[src/rtl/alu_seq.sv]
// alu_seq: registered, width-parametrised ALU with a start/busy/done handshake.
// Single-cycle ops complete on the accepting edge; multiply and divide iterate
// over W steps when ALU_MULDIV_EN is defined. With ALU_MULDIV_EN undefined,
// 1110/1111 return rslt=0, sc_o=1 and busy is tied low.
//
// state | meaning
// IDLE  | ready; a start is accepted here only
// ITER  | shift-add / restoring-divide steps in progress
// FIN   | iterations complete; result and flags register on the next edge
module alu_seq #(
    parameter int W = 8
) (
    input  logic         clk,
    input  logic         reset_n,
    input  logic         start,
    input  logic [3:0]   alu_cmd,
    input  logic [W-1:0] inA,
    input  logic [W-1:0] inB,
    input  logic         sc_i,
    output logic [W-1:0] rslt,
    output logic         sc_o,
    output logic         zero,
    output logic         pari,
    output logic         busy,
    output logic         done
);

    typedef enum logic [1:0] {IDLE, ITER, FIN} state_t;

    state_t       state;
    logic [W-1:0] sc_r;
    logic         sc_c;
    logic [W:0]   wide;
    logic [W-1:0] nxt_r;
    logic         nxt_c;

    // Single-cycle result, taken straight from the inputs at the accepting edge
    always_comb begin
        sc_r = '0;
        sc_c = 1'b0;
        wide = '0;
        case (alu_cmd)
            4'b0000: {sc_c, sc_r} = {1'b0, inA} + {1'b0, inB};
            4'b0001: begin
                sc_r = inA - inB;
                sc_c = (inA < inB);
            end
            4'b0010: {sc_c, sc_r} = {1'b0, inA} + {1'b0, inB} + {{W{1'b0}}, sc_i};
            4'b0011: sc_r = inA;
            4'b0100: sc_r = inB;
            4'b0101: sc_r = ~(inA | inB);
            4'b0110: sc_r = inA ^ inB;
            4'b0111: sc_r = inA & inB;
            4'b1000: sc_r = inA | inB;
            // The extra bit above/below A catches the last bit shifted out;
            // amounts beyond W shift everything out and leave both at zero.
            4'b1001: begin
                wide = {1'b0, inA} << inB;
                {sc_c, sc_r} = wide;
            end
            4'b1010: begin
                wide = {inA, 1'b0} >> inB;
                sc_r = wide[W:1];
                sc_c = wide[0];
            end
            4'b1011: sc_r = {{(W-1){1'b0}}, (inA == inB)};
            4'b1100: sc_r = {{(W-1){1'b0}}, (inA < inB)};
            4'b1101: sc_r = {{(W-1){1'b0}}, ^inB};
`ifdef ALU_MULDIV_EN
            // Only the divide-by-zero case of 1111 reaches the single-cycle path
            4'b1111: begin
                sc_r = '1;
                sc_c = 1'b1;
            end
`else
            4'b1110, 4'b1111: begin
                sc_r = '0;
                sc_c = 1'b1;
            end
`endif
            default: begin
                sc_r = '0;
                sc_c = 1'b0;
            end
        endcase
    end

`ifdef ALU_MULDIV_EN
    localparam int CW = $clog2(W + 1);

    logic [2*W-1:0] p;
    logic [2*W-1:0] p_src;
    logic [2*W-1:0] p_nxt;
    logic [W-1:0]   opd;
    logic [W-1:0]   opd_src;
    logic           is_div;
    logic           div_src;
    logic [CW-1:0]  cnt;
    logic           busy_q;
    logic           is_multi;
    logic [W:0]     sum;
    logic [W:0]     rem_t;
    logic           ge;
    logic [W-1:0]   rem_new;

    assign busy     = busy_q;
    assign is_multi = (alu_cmd == 4'b1110) || ((alu_cmd == 4'b1111) && (inB != '0));

    // One multiply/divide step; the first step runs on the accepting edge
    // straight from the inputs, the rest from the held registers.
    // p holds {acc, multiplier} for mul and {remainder, dividend/quotient} for div.
    always_comb begin
        p_src   = (state == IDLE) ? {{W{1'b0}}, (alu_cmd[0] ? inA : inB)} : p;
        opd_src = (state == IDLE) ? (alu_cmd[0] ? inB : inA) : opd;
        div_src = (state == IDLE) ? alu_cmd[0] : is_div;
        sum     = {1'b0, p_src[2*W-1:W]} + {1'b0, (p_src[0] ? opd_src : {W{1'b0}})};
        rem_t   = {p_src[2*W-1:W], p_src[W-1]};
        ge      = (rem_t >= {1'b0, opd_src});
        rem_new = ge ? W'(rem_t - {1'b0, opd_src}) : rem_t[W-1:0];
        if (div_src)
            p_nxt = {rem_new, p_src[W-2:0], ge};
        else
            p_nxt = {sum, p_src[W-1:1]};
    end

    // Pick the value that lands in rslt/sc_o: iterative result in FIN, else single-cycle
    always_comb begin
        nxt_r = sc_r;
        nxt_c = sc_c;
        if (state == FIN) begin
            nxt_r = p[W-1:0];
            nxt_c = is_div ? 1'b0 : (|p[2*W-1:W]);
        end
    end
`else
    assign busy = 1'b0;

    // Without the iterative datapath every op is single-cycle
    always_comb begin
        nxt_r = sc_r;
        nxt_c = sc_c;
    end
`endif

    // Sequencer with registered result, flags and handshake
    always_ff @(posedge clk or negedge reset_n) begin
        if (!reset_n) begin
            state <= IDLE;
            rslt  <= '0;
            sc_o  <= 1'b0;
            zero  <= 1'b1;
            pari  <= 1'b0;
            done  <= 1'b0;
`ifdef ALU_MULDIV_EN
            busy_q <= 1'b0;
            p      <= '0;
            opd    <= '0;
            is_div <= 1'b0;
            cnt    <= '0;
`endif
        end else begin
            done <= 1'b0;
            case (state)
                IDLE: begin
                    if (start) begin
`ifdef ALU_MULDIV_EN
                        if (is_multi) begin
                            state  <= ITER;
                            busy_q <= 1'b1;
                            p      <= p_nxt;
                            opd    <= opd_src;
                            is_div <= div_src;
                            cnt    <= CW'(1);
                        end else
`endif
                        begin
                            rslt <= nxt_r;
                            sc_o <= nxt_c;
                            zero <= ~|nxt_r;
                            pari <= ^nxt_r;
                            done <= 1'b1;
                        end
                    end
                end
`ifdef ALU_MULDIV_EN
                ITER: begin
                    p   <= p_nxt;
                    cnt <= cnt + CW'(1);
                    if (cnt == CW'(W - 1))
                        state <= FIN;
                end
                FIN: begin
                    rslt   <= nxt_r;
                    sc_o   <= nxt_c;
                    zero   <= ~|nxt_r;
                    pari   <= ^nxt_r;
                    done   <= 1'b1;
                    busy_q <= 1'b0;
                    state  <= IDLE;
                end
`endif
                default: state <= IDLE;
            endcase
        end
    end

endmodule

[config.mk]
export PLATFORM = sky130hd
export DESIGN_NAME = alu_seq
export DESIGN_NICKNAME = d
export VERILOG_FILES = /design/src/rtl/alu_seq.sv
export SDC_FILE = /design/constraint.sdc
export NUM_CORES = 1
export LEC_CHECK = 0
export CORE_MARGIN = 1
export CORE_UTILIZATION = 48
export CTS_BUF_LIST = sky130_fd_sc_hd__clkbuf_8 sky130_fd_sc_hd__clkbuf_16
export CTS_CLUSTER_DIAMETER = 30
export DETAILED_ROUTE_END_ITERATION = 8
export PLACE_DENSITY = 0.7
export SYNTH_ARGS = -nofsm -noshare
export SYNTH_HDL_FRONTEND = slang
export SYNTH_SLANG_ARGS = --single-unit
[constraint.sdc]
create_clock -name clk -period 1.1 [get_ports clk]
set_input_delay 0.22 -clock clk [delete_from_list [all_inputs] [get_ports clk]]
set_output_delay 0.22 -clock clk [all_outputs]
set_load 0.01 [all_outputs]
==> impl_metrics.env, run 1 <==
export IMPL_status="stopped before the end"
export IMPL_stop_stage="global routing (5_1_grt)"
export IMPL_error="[ERROR GRT-0232] Routing congestion too high. Check the congestion heatmap in the GUI."
export IMPL_syn_cell_area_mm2=0.00330
export IMPL_num_io_pins=37
export IMPL_place_gp_congestion=0.982
export IMPL_yosysTopAreaCellShare_pct=11.4
export IMPL_start_util_pct=50.8
export IMPL_pre_cts_slack_ns=-2.49
export IMPL_worstEpCategory="register input"
export IMPL_ys_types=81
export IMPL_ys_flop_type="dfrtp_1"
export IMPL_repair_timing_grt_worst_ep="pari$_DFFE_PN0P_/D"
export IMPL_yosysWarnings=0
export IMPL_synth_seq_cells=12
export IMPL_grtUsageTotal_pct=69.4
export IMPL_clockBufferDepth=2
export IMPL_ys_seq_area_share_pct=9.14
export IMPL_die_height_um=84.9
export IMPL_synth_most_common_cell="nor2_1"
export IMPL_hold_buffers=0
export IMPL_num_rows=29
export IMPL_yosys_top_cells_area="ha_1 (11%), dfrtp_1 (8.3%), a21oi_1 (5.2%), nor2_1 (4.2%), mux4_2 (4.1%)"
export IMPL_synthArstFlopShare_pct=100
export IMPL_clock_root_buffer="clkbuf_8"
export IMPL_die_x_um=84.9
export IMPL_synth_top_area_cell="ha_1"
export IMPL_clock_sinks=12
export IMPL_synth_edf_count=0
export IMPL_syn_num_nets=495
export IMPL_cts_made_buffers=3
export IMPL_port_buffer_count=35
export IMPL_synthTopCellsByCount="nor2_1 (37), a21oi_1 (34), ha_1 (30), nand2_1 (30), inv_1 (29)"
export IMPL_grt_max_degree=25
export IMPL_dpl_hpwl_um=10500
export IMPL_grt_overflow=2
export IMPL_syn_instance_count=439
export IMPL_htreeDepth=1
export IMPL_syn_avg_cell_area_um2=7.51
## timing repair
action | 4_1_cts
resized for setup | 240
endpoints found under the setup margin | 23
cloned | 1
setup buffers | 51
pin swaps | 82
## through the flow
| step | setup TNS [ns] | util, % | hold slack, ns | area (um2) | instances |
|---|---|---|---|---|---|
| floorplan | -12.16 | - | -0.0756 | 3540 | 439 |
| global placement | -20.90 | 75.6 | 0.462 | 4910 | 676 |
| detailed placement | -21.62 | 75.6 | 0.478 | 4910 | 676 |
| CTS | -13.06 | 91.2 | 0.274 | 5920 | 725 |
## metal layers
layer	GRT overflow	track usage, %
met5	0	16.8
met4	1	64.9
met3	0	51.0
met2	1	90.2
met1	0	70.3
## cell families after synthesis
group	Yosys count	synth area share, %
buffers and inverters	61	9.29
and+or+nand+nor	160	26.4
xor gates and xnor gates	19	5.27
DFF	12	9.14
AOI/OAI and AO/OA	133	28.5
muxes	21	8.73
other	1	0.114
adders and majority gates	32	12.6
==> run 2: changes to the inputs <==
CORE_UTILIZATION = 33   (was 48)
CTS_BUF_LIST = not set   (was sky130_fd_sc_hd__clkbuf_8 sky130_fd_sc_hd__clkbuf_16)
CTS_CLUSTER_DIAMETER = not set   (was 30)
PLACE_DENSITY = not set   (was 0.7)
PLACE_DENSITY_LB_ADDON = 0.15   (was not set)
==> impl_metrics.env, run 2 <==
export IMPL_antenna_found_initial=0
export IMPL_htreeDepth=1
export IMPL_powerDensity_mw_per_mm2=730
export IMPL_syn_to_final_growth_pct=84.3
export IMPL_cts_made_buffers=3
export IMPL_yosys_top_cells_area="ha_1 (11%), dfrtp_1 (8.3%), a21oi_1 (5.2%), nor2_1 (4.2%), mux4_2 (4.1%)"
export IMPL_hold_path_class="input pin to async pin"
export IMPL_violations="setup timing"
export IMPL_crit_path_start="inB[0]"
export IMPL_slew_viol_final=0
export IMPL_timing_rr_end="rslt[4]"
export IMPL_syn_num_nets=495
export IMPL_syn_instance_count=439
export IMPL_final_common_cell="buf_4"
export IMPL_grt_max_degree=23
export IMPL_dp_cells=734
export IMPL_port_buffer_count=35
export IMPL_antennaDiodeCount=0
export IMPL_first_global_vias=4451
export IMPL_num_rows=36
export IMPL_fin_nets=714
export IMPL_grtUsageTotal_pct=27.9
export IMPL_start_util_pct=33.9
export IMPL_grt_overflow=0
export IMPL_reg2reg_from="rslt[4]"
export IMPL_post_route_drc_count=0
export IMPL_die_height_um=102
export IMPL_cts_tree="yes"
export IMPL_final_cells=790
export IMPL_ant_nets=0
export IMPL_fin_skew_ns=0
export IMPL_crit_type="input pin to flop"
export IMPL_rsz0062_at_grt="yes"
export IMPL_layout_common_cells="buf_4 (172), nor2_1 (35), buf_6 (32)"
export IMPL_clockBufferDepth=2
export IMPL_insertion_delay_ns=0.24
export IMPL_status="complete, but fails checks"
export IMPL_clock_sinks=12
export IMPL_fin_util_pct=62.5
export IMPL_setup_violations=11
export IMPL_crit_path_end="pari"
export IMPL_dpl_cell_area_mm2=0.00501
export IMPL_via_per_inst=5.55
export IMPL_place_gp_congestion=0.926
export IMPL_pre_cts_slack_ns=-2.46
export IMPL_dpl_hpwl_um=10400
export IMPL_drt_pass1_iterations=5
export IMPL_core_mm2=0.00973
export IMPL_num_io_pins=37
export IMPL_top_register="rslt"
export IMPL_die_x_um=102
export IMPL_r2r_cells=3
export IMPL_p_leak_nw=2.66
export IMPL_ys_flop_type="dfrtp_1"
export IMPL_wl_per_cell_um=18.4
export IMPL_synth_most_common_cell="nor2_1"
export IMPL_finalWorstSetupSlack_ns=-1.66
export IMPL_yosysWarnings=0
export IMPL_routed_wirelength_um=14500
export IMPL_ys_types=81
export IMPL_largest_register_ffs=8
export IMPL_clock_root_buffer="clkbuf_8"
export IMPL_drive_gt1_share_pct=56.2
export IMPL_path_max_fanout=3
export IMPL_synth_seq_cells=12
export IMPL_period_minus_slack_ns=2.76
export IMPL_ys_seq_area_share_pct=9.14
export IMPL_fmax_mhz=362
export IMPL_synthTopCellsByCount="nor2_1 (37), a21oi_1 (34), ha_1 (30), nand2_1 (30), inv_1 (29)"
export IMPL_dr_first_iter_drc_count=285
export IMPL_clk_pin_slew_ns=0.05
export IMPL_hold_slack_ns=0.280
export IMPL_r2r_slack_ns=0.25
export IMPL_period_share_pct=251
export IMPL_synth_edf_count=0
export IMPL_synth_top_area_cell="ha_1"
export IMPL_vias=4383
export IMPL_yosysTopAreaCellShare_pct=11.4
export IMPL_arrival_ns=2.89
export IMPL_max_cap_violations=0
export IMPL_hold_violations=0
export IMPL_die_area_mm2=0.0104
export IMPL_synthArstFlopShare_pct=100
export IMPL_critPathRequiredTime_ns=1.23
export IMPL_grt_pass1_wl_um=22400
export IMPL_fin_area_mm2=0.00608
export IMPL_syn_cell_area_mm2=0.00330
export IMPL_syn_avg_cell_area_um2=7.51
export IMPL_start_kind="input pin"
export IMPL_crit_path_end_kind="flop"
export IMPL_vdd_drop_max_mv=0.671
==> run 2: cell counts after synthesis <==
Identical to the previous run, type by type.
==> run 2: layer usage <==
metal | wire length [um] | up-vias | GRT usage, %
li1 | - | 2066 | -
met1 | 5790 | 2128 | 33.7
met2 | 7590 | 152 | 51.2
met3 | 659 | 37 | 2.39
met4 | 463 | 0 | 10.3
met5 | 0 | - | 0
==> run 2: layout make-up <==
cell class                      instances  area, um2
Fill cell                             838       3650
Multi-Input combinational cell        366       3350
Timing Repair Buffer                  246       2080
Sequential cell                        12        302
Tap cell                              133        166
Inverter                               29        126
Clock buffer                            4       55.1
==> run 2: critical path, cell delays in order <==
cell	delay (ns)
buf_8	0.11
ha_4	0.16
fa_2	0.39
a211oi_4	0.27
buf_4	0.16
o2111a_1	0.19
a211oi_2	0.05
nand2b_4	0.15
or3_4	0.33
a21oi_2	0.16
a21o_1	0.14
ha_4	0.21
xnor2_2	0.12
xnor2_1	0.15
a21oi_1	0.08
==> run 2: cell families (layout without fill, tap and decap cells) <==
family / Yosys count / after routing / share of synthesized area, %
AOI/OAI and AO/OA: 133 / 133 / 28.5
xor gates and xnor gates: 19 / 19 / 5.27
and+or+nand+nor: 160 / 160 / 26.4
muxes: 21 / 21 / 8.73
buffers and inverters: 61 / 279 / 9.29
DFF: 12 / 12 / 9.14
adders and majority gates: 32 / 32 / 12.6
other: 1 / 1 / 0.114
==> run 2: how the worst min path moves through the flow <==
| stage | start | slack, ns | endpoint |
|---|---|---|---|
| 2_1_floorplan | reset_n | -0.08 | done |
| 3_3_place_gp | zero | 0.46 | zero |
| 3_5_place_dp | rslt[5] | 0.46 | rslt[5] |
| 4_1_cts | reset_n | 0.29 | rslt[4] |
| 5_1_grt | reset_n | 0.30 | rslt[4] |
| 6_report | reset_n | 0.28 | sc_o |
==> run 2: repair_timing <==
action / CTS / global route
hold buffers: 0 / 0
pin swaps: 59 / 47
resized for setup: 204 / 52
cloned: 1 / 0
buffers inserted: 41 / 14
endpoints found under the setup margin: 23 / 22
==> run 2: report_power, final <==
part | total, mW | switching (mW) | internal (mW)
Sequential | 0.566 | 0.0434 | 0.522
Clock | 0.492 | 0.175 | 0.317
Combinational | 3.38 | 1.56 | 1.82
Total | 4.44 | 1.78 | 2.66
==> run 2: metrics by stage <==
stage	setup TNS [ns]	total power [mW]
6_report	-13.52	4.44
5_1_grt	-14.54	4.69
4_1_cts	-13.34	4.14
3_5_place_dp	-21.68	3.14
3_3_place_gp	-21.13	3.12
2_1_floorplan	-12.16	1.97
Note: power is estimated with default switching activity, not from simulation.
==> run 3: changes to the inputs <==
CORE_MARGIN = not set   (was 1)
SKIP_CTS_REPAIR_TIMING = 1   (was not set)
==> impl_metrics.env, run 3 (same netlist as run 2, synthesis figures left out) <==
export IMPL_core_mm2=0.00973
export IMPL_setup_violations=12
export IMPL_start_util_pct=33.9
export IMPL_htreeDepth=1
export IMPL_hold_violations=0
export IMPL_violations="setup timing"
export IMPL_crit_path_end_kind="flop"
export IMPL_grt_pass1_wl_um=20200
export IMPL_fin_area_mm2=0.00588
export IMPL_p_leak_nw=2.71
export IMPL_comb_power_share_pct=74.4
export IMPL_dp_cells=734
export IMPL_clock_sinks=12
export IMPL_start_kind="input pin"
export IMPL_first_global_vias=3960
export IMPL_wl_per_cell_um=17.7
export IMPL_grtUsageTotal_pct=25.0
export IMPL_cpMaxStageDelayCell="a2111oi_4"
export IMPL_cts_tree="yes"
export IMPL_period_minus_slack_ns=2.76
export IMPL_clk_pin_slew_ns=0.06
export IMPL_sw_frac_of_total_pct=40.4
export IMPL_die_height_um=102
export IMPL_post_route_drc_count=0
export IMPL_crit_chain="buf_8 > inv_4 > ha_4 > inv_2 > fa_2 > nand2b_4 > a21oi_4 > or2_4 > xnor2_4 > a2111oi_4 > buf_4 > nand2_1 > o21ai_2 > ha_4 > xnor2_2 > xnor2_1 > a21oi_1"
export IMPL_powerDensity_mw_per_mm2=711
export IMPL_rsz0062_at_grt="yes"
export IMPL_dpl_cell_area_mm2=0.00501
export IMPL_max_cap_violations=0
export IMPL_finalWorstSetupSlack_ns=-1.66
export IMPL_vdd_drop_max_mv=0.504
export IMPL_cts_made_buffers=3
export IMPL_critPathTopFamily="adder cells"
export IMPL_final_common_cell="buf_4"
export IMPL_arrival_ns=2.89
export IMPL_dpl_hpwl_um=10400
export IMPL_clkPwrFrac_pct=12.0
export IMPL_hold_path_class="input pin to async pin"
export IMPL_vias=4232
export IMPL_port_buffer_count=35
export IMPL_crit_type="input pin to flop"
export IMPL_seq_power_share_pct=13.5
export IMPL_r2r_slack_ns=0.26
export IMPL_period_share_pct=251
export IMPL_fmax_mhz=363
export IMPL_largest_register_ffs=8
export IMPL_p_int_mw=2.49
export IMPL_grt_max_degree=23
export IMPL_ant_nets=0
export IMPL_die_area_mm2=0.0104
export IMPL_die_x_um=102
export IMPL_num_io_pins=37
export IMPL_final_cells=769
export IMPL_top_register="rslt"
export IMPL_place_gp_congestion=0.926
export IMPL_dr_first_iter_drc_count=212
export IMPL_clockBufferDepth=2
export IMPL_crit_buf_inv=4
export IMPL_p_sw_mw=1.69
export IMPL_critPathRequiredTime_ns=1.23
export IMPL_slew_viol_final=0
export IMPL_syn_to_final_growth_pct=78.4
export IMPL_drt_pass1_iterations=5
export IMPL_drive_gt1_share_pct=52.5
export IMPL_crit_top_cell="ha_4"
export IMPL_path_max_fanout=3
export IMPL_antenna_found_initial=0
export IMPL_cpPeakStageDelay_ns=0.45
export IMPL_fin_util_pct=60.5
export IMPL_clock_root_buffer="clkbuf_8"
export IMPL_layout_common_cells="buf_4 (171), nor2_1 (34), nand2_1 (29)"
export IMPL_hold_slack_ns=0.274
export IMPL_grt_overflow=0
export IMPL_status="complete, but fails checks"
export IMPL_routed_wirelength_um=13600
export IMPL_num_rows=36
export IMPL_fin_nets=693
export IMPL_insertion_delay_ns=0.25
export IMPL_pre_cts_slack_ns=-2.46
export IMPL_fin_skew_ns=0
export IMPL_via_per_inst=5.50
export IMPL_antennaDiodeCount=0
## run 3: cell types whose count changed in the layout (fill, tap and decap cells not counted), sizes merged
cell / previous run / this run
clkdlybuf4s15: 6 / 0
dlymetal6s2s: 0 / 22
dlygate4sd2: 3 / 0
clkbuf: 15 / 8
buf: 222 / 196
bufbuf: 1 / 0
## run 3: path summary, 6_finish.rpt
kind,cells after the start,from,endpoint
worst max-delay path,17,inA[0],pari
worst min-delay path,2,reset_n,rslt[6]
worst max register to register,3,sc_o,sc_o
worst min register to register,2,zero,zero
max in group asynchronous,2,reset_n,zero
min in group clk,2,zero,zero
## run 3: per-layer routing
metal / up-vias / wire length [um] / global-route usage (%)
met5: - / 0 / 0
met4: 0 / 358 / 5.71
met3: 31 / 568 / 1.16
met2: 132 / 7030 / 46.5
met1: 2040 / 5650 / 31.5
li1: 2029 / - / -
## run 3: power by group through the flow
| stage | Clock, mW | Combinational (mW) | Sequential, mW |
|---|---|---|---|
| 6_report | 0.502 | 3.11 | 0.567 |
| 5_1_grt | 0.523 | 3.34 | 0.574 |
| 4_1_cts | 0.494 | 2.58 | 0.570 |
| 3_5_place_dp | 0 | 2.56 | 0.577 |
| 3_3_place_gp | 0 | 2.54 | 0.575 |
| 2_1_floorplan | 0 | 1.37 | 0.604 |
## run 3: metrics by stage
stage / setup TNS [ns] / power (mW)
after floorplan: -12.16 / 1.97
after detailed placement: -21.68 / 3.14
after global placement: -21.13 / 3.12
after CTS: -21.99 / 3.64
after global routing: -13.74 / 4.44
final: -12.79 / 4.18
## run 3: worst reg2reg max path, cell delays in order (launching register included)
cell	delay, ns
dfrtp_1	0.37
nand2_1	0.07
o311a_1	0.18
o311ai_1	0.09
## run 3: final cells by class
| class | instances | area, um2 |
|---|---|---|
| Multi-Input combinational cell | 366 | 3320 |
| Fill cell | 857 | 3840 |
| Inverter | 29 | 124 |
| Timing Repair Buffer | 225 | 1920 |
| Tap cell | 133 | 166 |
| Clock buffer | 4 | 55.1 |
| Sequential cell | 12 | 302 |
